**config.mk**
```make
export PLATFORM = sky130hd
export DESIGN_NAME = ps2_scancode_receiver
export DESIGN_NICKNAME = d
export VERILOG_FILES = /design/src/rtl/ps2_pkg.sv /design/src/rtl/ps2_sync_edge.sv /design/src/rtl/ps2_scancode_receiver.sv
export SDC_FILE = /design/constraint.sdc
export NUM_CORES = 1
export LEC_CHECK = 0
export BUFFER_PORTS_ARGS = -buffer_cell sky130_fd_sc_hd__buf_2
export CAP_MARGIN = 20
export CORE_UTILIZATION = 40
export CTS_BUF_LIST = sky130_fd_sc_hd__clkbuf_4
export CTS_CLUSTER_DIAMETER = 150
export DETAILED_ROUTE_END_ITERATION = 8
export PLACE_DENSITY = 0.53
export SYNTH_ARGS = -nofsm -noshare
export SYNTH_HDL_FRONTEND = slang
export SYNTH_HIERARCHICAL = 1
export SYNTH_SLANG_ARGS = --single-unit
```
**constraint.sdc**
```tcl
create_clock -name clk -period 3.74 [get_ports clk]
set_clock_uncertainty 0.15 [all_clocks]
set_input_delay 0.187 -clock clk [delete_from_list [all_inputs] [get_ports clk]]
set_output_delay 0.187 -clock clk [all_outputs]
set_load 0.01 [all_outputs]
```
**src/rtl/ps2_pkg.sv**
```systemverilog
// Shared PS/2 definitions: frame states, protocol prefix bytes, game key make codes
// and the frame parity check.
package ps2_pkg;

  typedef enum logic [1:0] {
    IDLE,
    DATA,
    PARITY,
    STOP
  } frame_state_e;

  localparam logic [7:0] PS2_BREAK = 8'hF0;
  localparam logic [7:0] PS2_EXT   = 8'hE0;

  localparam logic [7:0] KEY_A = 8'h1C;
  localparam logic [7:0] KEY_D = 8'h23;
  localparam logic [7:0] KEY_W = 8'h1D;
  localparam logic [7:0] KEY_S = 8'h1B;

  // A PS/2 frame is odd parity over the data bits and the parity bit.
  function automatic logic odd_parity_ok(input logic [7:0] data, input logic par);
    return ^{data, par};
  endfunction

endpackage

```
**src/rtl/ps2_sync_edge.sv**
```systemverilog
// Brings the raw PS/2 clock and data lines into the clk domain and flags each
// falling edge of the keyboard clock.
module ps2_sync_edge (
  input  logic clk,
  input  logic resetn,
  input  logic ps2_clk,
  input  logic ps2_data,
  output logic data_s,
  output logic fall
);

  logic [1:0] clk_ff;
  logic [1:0] data_ff;
  logic       clk_prev;

  // NOTE: sequential state uses non-blocking assignments so every flop samples
  // the pre-edge value of its neighbour; the lines idle high, so resetting to 1
  // avoids a false edge at reset release.
  always_ff @(posedge clk or negedge resetn) begin
    if (!resetn) begin
      clk_ff   <= 2'b11;
      data_ff  <= 2'b11;
      clk_prev <= 1'b1;
    end else begin
      clk_ff   <= {clk_ff[0], ps2_clk};
      data_ff  <= {data_ff[0], ps2_data};
      clk_prev <= clk_ff[1];
    end
  end

  assign data_s = data_ff[1];
  assign fall   = clk_prev & ~clk_ff[1];

endmodule

```
**src/rtl/ps2_scancode_receiver.sv**
```systemverilog
// PS/2 keyboard receiver: frames 11-bit packets into bytes, flags bad frames and
// timeouts, and tracks the make code of the currently held key.
module ps2_scancode_receiver
  import ps2_pkg::*;
#(
  parameter int TIMEOUT_CYCLES = 50000
) (
  input  logic       clk,
  input  logic       resetn,
  input  logic       ps2_clk,
  input  logic       ps2_data,
  output logic [7:0] scancode,
  output logic       byte_valid,
  output logic       frame_error,
  output logic [7:0] keycode
);

  localparam int TW = $clog2(TIMEOUT_CYCLES + 1);
  localparam logic [TW-1:0] TMAX = TW'(TIMEOUT_CYCLES);

  frame_state_e   state, state_n;
  logic           data_s, fall;
  logic [2:0]     bit_cnt;
  logic [7:0]     shreg;
  logic           par_bit;
  logic [TW-1:0]  timer;
  logic           break_pending;
  logic           frame_ok, frame_bad, timed_out;

  ps2_sync_edge u_sync_edge (
    .clk     (clk),
    .resetn  (resetn),
    .ps2_clk (ps2_clk),
    .ps2_data(ps2_data),
    .data_s  (data_s),
    .fall    (fall)
  );

  // NOTE: every combinational output gets a default first, so no path through
  // the case statement can leave a value held and infer a latch.
  always_comb begin
    state_n   = state;
    frame_ok  = 1'b0;
    frame_bad = 1'b0;
    timed_out = 1'b0;
    if (state != IDLE && !fall && timer == TMAX) begin
      state_n   = IDLE;
      timed_out = 1'b1;
    end else if (fall) begin
      case (state)
        IDLE:    if (!data_s) state_n = DATA;
        DATA:    if (bit_cnt == 3'd7) state_n = PARITY;
        PARITY:  state_n = STOP;
        STOP: begin
          state_n = IDLE;
          if (data_s && odd_parity_ok(shreg, par_bit)) frame_ok = 1'b1;
          else                                          frame_bad = 1'b1;
        end
        default: state_n = IDLE;
      endcase
    end
  end

  always_ff @(posedge clk or negedge resetn) begin
    if (!resetn) state <= IDLE;
    else         state <= state_n;
  end

  always_ff @(posedge clk or negedge resetn) begin
    if (!resetn) begin
      bit_cnt <= 3'd0;
      shreg   <= 8'h00;
      par_bit <= 1'b0;
      timer   <= '0;
    end else begin
      if (state != DATA)             bit_cnt <= 3'd0;
      else if (fall)                 bit_cnt <= bit_cnt + 3'd1;

      if (timed_out || (fall && state == IDLE)) shreg <= 8'h00;
      else if (fall && state == DATA)           shreg <= {data_s, shreg[7:1]};

      if (fall && state == PARITY) par_bit <= data_s;

      // Saturating: the timeout fires on reaching TMAX, never wraps past it.
      if (fall || timed_out || state == IDLE) timer <= '0;
      else if (timer != TMAX)                 timer <= timer + TW'(1);
    end
  end

  always_ff @(posedge clk or negedge resetn) begin
    if (!resetn) begin
      scancode      <= 8'h00;
      byte_valid    <= 1'b0;
      frame_error   <= 1'b0;
      keycode       <= 8'h00;
      break_pending <= 1'b0;
    end else begin
      byte_valid  <= frame_ok;
      frame_error <= frame_bad | timed_out;
      if (frame_ok) begin
        scancode <= shreg;
        if (shreg == PS2_BREAK) begin
          break_pending <= 1'b1;
        end else if (shreg != PS2_EXT) begin
          if (break_pending) begin
            if (shreg == keycode) keycode <= 8'h00;
            break_pending <= 1'b0;
          end else begin
            keycode <= shreg;
          end
        end
      end
    end
  end

endmodule
```
After elaboration in Yosys (flattened, before gate mapping)
Cells that the tools add are included.
{"block": "op_classes", "n_reduce_logical": 21, "n_bitwise": 4, "addsub": 2, "n_mux": 24, "n_eq_ne": 13}
{"op": "16-bit two-way mux", "n": 2}
{"op": "8-bit two-way mux", "n": 4}
{"op": "16-bit by 1-bit adder with 16-bit output (second input constant)", "n": 1}
{"op": "16-bit == test (second input constant)", "n": 1}
{"op": "16-bit inequality test (second input constant)", "n": 1}
{"op": "2-bit nonzero test", "n": 6}
{"op": "1-bit two-way mux", "n": 11}
{"op": "9-bit XOR reduction", "n": 1}
{"op": "8-bit == test", "n": 1}
{"op": "8-bit == test (second input constant)", "n": 1}
{"op": "2-bit two-way mux", "n": 4}
{"op": "8-bit inequality test (second input constant)", "n": 1}
{"op": "2-bit one-hot mux with 4 select lines", "n": 1}
{"op": "1-bit logical AND", "n": 6}
{"op": "3-bit two-way mux", "n": 2}
{"op": "3-bit inequality test (second input constant)", "n": 2}
{"op": "2-bit == test (second input constant)", "n": 2}
{"op": "2-bit by 1-bit inequality test with 1-bit output (second input constant)", "n": 2}
{"op": "4-bit AND reduction", "n": 1}
{"op": "3-bit by 1-bit adder with 3-bit output (second input constant)", "n": 1}
{"op": "3-bit == test (second input constant)", "n": 1}
{"op": "1-bit logical OR", "n": 3}
{"op": "3-bit AND reduction", "n": 1}
{"op": "2-bit by 1-bit == test with 1-bit output (second input constant)", "n": 1}
{"op": "6 further kinds", "n": 7}
{"block": "word_totals", "regBits": 54, "elab_cells": 77, "in_bits": 4, "output_inout_bits": 18}

Longest topological paths before layout
Gate-level depths: netlist of run 1.
{"block": "depth", "ltp_word": 9, "ltp_mapped": 8, "depth_no_buf": 7}

Cells and area by module
The synthesis of run 1 kept the hierarchy.
{"mod": "ps2_scancode_receiver", "seq_area_each_um2": 1226.2, "area_per_inst_um2": 2498.6, "cells_per_inst": 232, "n_inst": 1}
{"mod": "ps2_sync_edge", "seq_area_each_um2": 131.4, "area_per_inst_um2": 145.1, "cells_per_inst": 6, "n_inst": 1}

Least setup slack after synthesis of run 1
No wires, ideal clock.
{"block": "synth_path", "path_kind": "reg-to-reg", "from": "reg state[0]", "to": "reg timer[10]", "stages_incl_launch_ff": 9, "synth_period_minus_slack_ns": 2.306, "setup_time_ns": 0.121, "t_required_ns": 3.469, "slack_ns": 1.434, "t_arrival_ns": 2.035, "cell_sequence": "dfrtp_1 > inv_1 > ha_1 > or4_1 > nor4_2 > or3_1 > clkbuf_1 > buf_2 > nor2_1"}
{"block": "synth_via", "elab_chain_len": 7}
{"element": "from (decl)", "line": "ps2_scancode_receiver.sv:21", "source": "frame_state_e state, state_n;"}
{"element": "from (signal assigned)", "line": "ps2_scancode_receiver.sv:66", "source": "else state <= state_n;"}
{"element": "2-bit nonzero test", "line": "ps2_scancode_receiver.sv:46", "source": "if (state != IDLE && !fall && timer == TMAX) begin"}
{"element": "1-bit logical AND (2 in a row)", "line": "ps2_scancode_receiver.sv:46"}
{"element": "1-bit two-way mux", "line": "ps2_scancode_receiver.sv:46"}
{"element": "1-bit logical OR", "line": "ps2_scancode_receiver.sv:85", "source": "if (fall || timed_out || state == IDLE) timer <= '0;"}
{"element": "1-bit logical OR (*)", "line": "ps2_scancode_receiver.sv:85"}
{"element": "16-bit two-way mux or 2-bit nonzero test (tied branches)"}
{"element": "to (signal assigned)", "line": "ps2_scancode_receiver.sv:86", "source": "else if (timer != TMAX) timer <= timer + TW'(1);"}
{"element": "to (decl)", "line": "ps2_scancode_receiver.sv:26", "source": "logic [TW-1:0] timer;"}
Mark *: on every way between the ends. The rest lies on a longest branch, timed or not.
A chain may end at the register's enable or synchronous reset.

Worst setup path in the final report of run 1
{"block": "layout_path", "from": "reg state[0]", "to": "reg timer[5]"}
The elaborated chain is that of the path after synthesis.

==> results of run 1 <==
## per-layer routing
| metal | part of all wire | vias up |
|---|---|---|
| li1 | - | 850 |
| met1 | 0.48 | 845 |
| met2 | 0.49 | 18 |
| met3 | 0.022 | 4 |
| met4 | 0.0082 | 0 |
| met5 | 0 | - |
## flip-flops by register name (all words and copies together) (netlist names), 2 cells and up
signal,cells
u_sync_edge/clk_ff,2
bit_cnt,3
shreg,8
timer,16
scancode,8
u_sync_edge/data_ff,2
state,2
keycode,8
## kinds of logic after synthesis
group | share of synthesized area
simple gates | 0.186
flops | 0.513
xor+xnor | 0.112
compound gates | 0.0445
buf+inv | 0.0293
mux | 0.0771
fa+ha+maj | 0.0379
## final cells by class
type | instances | area [um^2] | area share
flip-flops and latches | 54 | 1360 | 0.469
repair buffers | 25 | 143 | 0.0493
multi-input cells | 165 | 1210 | 0.418
inverters | 7 | 26.3 | 0.00909
well taps | 77 | 96.3 | 0.0333
clock buffers | 7 | 52.6 | 0.0182
clock inverters | 1 | 7.51 | 0.00260
## metrics by stage
step | setup WS, ns | power, uW | cells | hold WS (ns)
after detailed placement | 1.25 | 1250 | 325 | 0.143
after global placement | 1.29 | 1250 | 325 | 0.142
final | 1.23 | 1500 | 336 | 0.217
after floorplan | 1.43 | 1140 | 238 | -0.259
after global routing | 0.997 | 1610 | 336 | 0.224
after CTS | 1.23 | 1530 | 336 | 0.219
## synth_stat cells
library cell / n / share of area
a21o_1: 1 / 0.0028
nand2_1: 21 / 0.030
and4_1: 3 / 0.0099
nand4_1: 6 / 0.014
and2_1: 1 / 0.0024
o21ai_0: 5 / 0.0095
nor4bb_1: 1 / 0.0038
nand3_1: 14 / 0.027
a31oi_1: 2 / 0.0047
mux2_2: 15 / 0.064
clkbuf_1: 6 / 0.0085
nor2_1: 21 / 0.030
and3_1: 4 / 0.0095
xor2_1: 10 / 0.033
xnor2_1: 18 / 0.060
dfrtp_1: 49 / 0.46
nor4_2: 1 / 0.0047
dfstp_2: 5 / 0.050
xnor2_4: 1 / 0.010
nor2b_4: 1 / 0.0052
clkbuf_2: 1 / 0.0019
o22a_1: 1 / 0.0033
a21oi_1: 9 / 0.017
nand4_4: 2 / 0.016
inv_1: 7 / 0.0099
nor2b_1: 8 / 0.019
mux2_4: 1 / 0.0057
nor4_1: 2 / 0.0047
nor3b_1: 1 / 0.0028
a31o_2: 1 / 0.0033
mux2i_1: 2 / 0.0076
ha_1: 8 / 0.038
or4_1: 1 / 0.0028
or3_1: 1 / 0.0024
buf_1: 1 / 0.0014
nor3_1: 1 / 0.0019
buf_2: 4 / 0.0076
a32o_1: 1 / 0.0038
xnor3_2: 1 / 0.0090
## power groups by stage
stage	Clock [uW]	Sequential (uW)	Combinational, uW
after floorplan	0	714	425
after global placement	0	750	501
after detailed placement	0	753	501
after CTS	281	740	506
after global routing	302	751	559
final	269	738	498
## what timing repair did
item                                   4_1_cts  5_1_grt
hold buffers                                 3        0
gates resized for setup                      0        0
endpoints found under the hold margin       36        0
setup buffers                                0        0
## worst reg2reg max path, stage by stage, from the launching register on
cell,delay [ns]
dfrtp_1,0.44
inv_1,0.08
ha_1,0.26
or4_1,0.50
nor4_2,0.33
or3_1,0.53
nor2_1,0.11
## worst min path at each step
| stage | endpoint | slack, ns | start | cells past startpoint |
|---|---|---|---|---|
| floorplan | bit_cnt[0] | -0.26 | resetn | 0 |
| global placement | u_sync_edge/data_ff[0] | 0.14 | ps2_data | 1 |
| detailed placement | u_sync_edge/clk_ff[0] | 0.14 | ps2_clk | 1 |
| CTS | u_sync_edge/data_ff[1] | 0.22 | u_sync_edge/data_ff[0] | 0 |
| global route | u_sync_edge/data_ff[1] | 0.22 | u_sync_edge/data_ff[0] | 0 |
| finish | u_sync_edge/data_ff[1] | 0.22 | u_sync_edge/data_ff[0] | 0 |
==> impl_metrics.tcl, run 1 <==
set metrics [dict create \
    grt-busiest-layer "met2" \
    fmax_mhz 398 \
    ys_seq_area_frac 0.513 \
    finalCriticalPeriod_ns 2.51 \
    num_rows 29 \
    grt_overflow 0 \
    gp_congestion 0.702 \
    fin_crit_sh 0.672 \
    syn_to_final_growth_pct 9.37 \
    synth_area_per_cell_um2 11.1 \
    netSwitchingFraction 0.359 \
    vias 1717 \
    track_usage 0.148 \
    cts.clk_slew.worst_paths_ns 0.15 \
    hold_viol_final 0 \
    cts-root-buf "clkbuf_4" \
    clk_latency_ns 0.37 \
    relSlewSlack 0.460 \
    drtPass1Iterations 3 \
    synth_nets 250 \
    fp.dieH_um 83.3 \
    p_sw_uw 541 \
    core_area_um2 6350 \
    rrSetupSlack_ns 1.23 \
    via_per_inst 5.11 \
    dieArea_um2 6940 \
    ys_types 39 \
    met3_usage 0.0328 \
    slowest_stage "or3_1" \
    startpoint_type "flop" \
    crit_path_start "state[0]" \
    grt_pass1_vias 1644 \
    wl_per_cell_um 14.2 \
    worstMarginPinSlew_ns 0.810 \
    initial_core_util 0.416 \
    rsz0062_at_grt "false" \
    cpPeakStageDelay_ns 0.53 \
    use_met2 0.250 \
    critPathKind "reg2reg" \
    path_buf_inv 1 \
    p_int_uw 964 \
    worstPathMaxFanout 16 \
    cap_violations 0 \
    layout_commonest_cell "dfrtp_1" \
    cts_tree "built" \
    yosys_warnings 6 \
    dpl_cell_area_um2 2800 \
    setup_viol 0 \
    htree_num_levels 2 \
    fp.dieW_um 83.3 \
    cp.depth 6 \
    crit_path_end_kind "flop" \
    post-dp-hpwl_mm 3.28 \
    drive_gt1_frac 0.224 \
    final_max_slew_viol_count 0 \
    clock_power_share 0.179 \
    r2r_end "timer[5]" \
    leakagePower_uw 0.00139 \
    gr-usage-met1 0.192 \
    ys_seq_elements 54 \
    path_cells "inv_1, ha_1, or4_1, nor4_2, or3_1, nor2_1" \
    crit_end "timer[5]" \
    power.density_nw_per_um2 520 \
    drt_iter0_drc 89 \
    portBuffers 21 \
    hold_class "reg2reg" \
    wl_mm 4.76 \
    finalInstanceArea_um2 2890 \
    max-vdd-ir-drop_uv 364 \
    postRouteAntennaNets 0 \
    antenna_found_initial 0 \
    fillers 622 \
    grt_pass1_wl_mm 8.19 \
    arrival_ns 2.60 \
    fin_nets 270 \
    n_antenna_cell 0 \
    cp.required_ns 3.83 \
    synth_cells 238 \
    crit_family "simple AND/OR/NAND/NOR gates" \
    numCtsBuffers 5 \
    ios 22 \
    fin_util 0.455 \
    clock_sinks 54 \
    seq_power_share 0.491 \
    grt_max_degree 36 \
    clk_path_buf_depth 2 \
    drc 0 \
    worstReg2RegStart "state[0]" \
    reg2reg_depth 6 \
    status "finished clean" \
    syn_area_um2 2640 \
    setup_tns_ns 0 \
    final_cell_mix "dfrtp_1 (49), nand2_1 (21), nor2_1 (21), buf_2 (21), xnor2_1 (18)" \
    combPwrFrac 0.331 \
]
Power figures use the tool's default switching activity.
==> run 2, diff against run 1 <==
clock period = 2.4 ns   (was 3.74 ns; I/O delays follow)
==> run 2 against run 1 <==
Compared with the run above: largest power group unchanged; sequential share of layout area fell by 1.7 points; setup slack got worse by 1.0 ns; highest routed layer unchanged; critical path type unchanged; register-to-register slack got worse by 1.0 ns; clock power grew 83%.
==> impl_metrics.tcl, run 2 (same netlist as run 1, synthesis figures left out) <==
set metrics [dict create \
    ctsResizeCount 0 \
    num_rows 29 \
    cts_tree "built" \
    postCtsHoldBufs 3 \
    clk_path_buf_depth 2 \
    cts_setup_buffers 0 \
    worstMarginPinSlew_ns 0.607 \
    power.density_nw_per_um2 824 \
    postRouteAntennaNets 0 \
    largest-register "timer" \
    fin_nets 281 \
    drive_gt1_frac 0.249 \
    leakagePower_uw 0.00145 \
    post-dp-hpwl_mm 3.44 \
    ios 22 \
    hold_class "in2async" \
    reg2reg_depth 5 \
    finalInstanceArea_um2 3000 \
    arrival_ns 2.34 \
    antenna_found_initial 0 \
    setup_tns_ns 0 \
    cts-root-buf "clkbuf_4" \
    vias 1739 \
    portBuffers 21 \
    numCtsBuffers 5 \
    gp_congestion 0.755 \
    relSlewSlack 0.595 \
    max-vdd-ir-drop_uv 415 \
    hold_viol_final 0 \
    dieArea_um2 6940 \
    total_power_uw 2470 \
    worstReg2RegStart "shreg[4]" \
    syn_to_final_growth_pct 13.4 \
    fp.dieH_um 83.3 \
    n_antenna_cell 0 \
    status "finished clean" \
    htree_num_levels 2 \
    wl_mm 4.86 \
    drc 0 \
    layout_commonest_cell "dfrtp_1" \
    grt_pass1_vias 1700 \
    grt_pass1_wl_mm 8.27 \
    initial_core_util 0.416 \
    grt_max_degree 27 \
    crit_path_start "shreg[4]" \
    wl_per_cell_um 14.1 \
    clk_latency_ns 0.37 \
    via_per_inst 5.03 \
    fin_ws_ns 0.193 \
    dp_slack_ns 0.201 \
    worstPathMaxFanout 9 \
    dpl_cell_area_um2 2900 \
    track_usage 0.150 \
    grt_overflow 0 \
    rsz0062_at_grt "false" \
    drt_iter0_drc 89 \
    finalCriticalPeriod_ns 2.21 \
    drtPass1Iterations 4 \
    final_max_slew_viol_count 0 \
    fin_crit_sh 0.920 \
    final_cell_mix "dfrtp_1 (49), nand2_1 (21), nor2_1 (21), buf_2 (21), xnor2_1 (18)" \
    core_area_um2 6350 \
    cap_violations 0 \
    fp.dieW_um 83.3 \
    setup_viol 0 \
    clock_sinks 54 \
    crit_path_end_kind "flop" \
    cp.required_ns 2.53 \
    fmax_mhz 453 \
    startpoint_type "flop" \
    cts.clk_slew.worst_paths_ns 0.15 \
    largest_register_ffs 16 \
    critPathKind "reg2reg" \
]
## run 2: routing by layer
layer	vias to the layer above	global-route usage	part of all wire
met4	0	0.0470	0.013
met1	839	0.194	0.48
met2	25	0.250	0.48
met3	7	0.0368	0.026
li1	868	-	-
met5	-	0	0
## run 2: critical path, stage by stage (launching register included)
cell,delay (ns)
dfrtp_1,0.41
xor2_1,0.16
xnor3_2,0.48
xnor2_4,0.31
nand4_4,0.25
mux2_4,0.35
## run 2: worst paths after layout
check | slack [ns] | endpoint
hold reg to reg | 0.22 | u_sync_edge/data_ff[1]
setup reg to reg | 0.19 | scancode[7]
setup / recovery | 0.19 | scancode[7]
min in group clk | 0.22 | u_sync_edge/data_ff[1]
hold / removal | 0.11 | byte_valid
max in group asynchronous | 1.25 | u_sync_edge/clk_ff[0]
## run 2: metrics by stage
stage	utilization	std cells	hold WS, ns
2_1_floorplan	-	238	-0.326
3_3_place_gp	0.456	336	0.0246
3_5_place_dp	0.456	336	0.0234
4_1_cts	0.472	346	0.131
5_1_grt	0.472	346	0.150
6_report	0.472	346	0.112
## run 2: where the power goes
part           total [uW]  internal [uW]  leakage [uW]  switching, uW
Combinational         834            398      0.000690            436
Clock                 492            211     0.0000387            281
Sequential           1140           1020      0.000726            126
Total                2470           1630       0.00145            843
## run 2: area by class of cell
class                      count  area [um^2]
clock buffer                   5         37.5
inverter                       7         26.3
tap                           77         96.3
fill                         597         3350
multi-input combinational    165         1210
sequential                    54         1360
clock inverter                 2         33.8
timing repair buffer          36          238
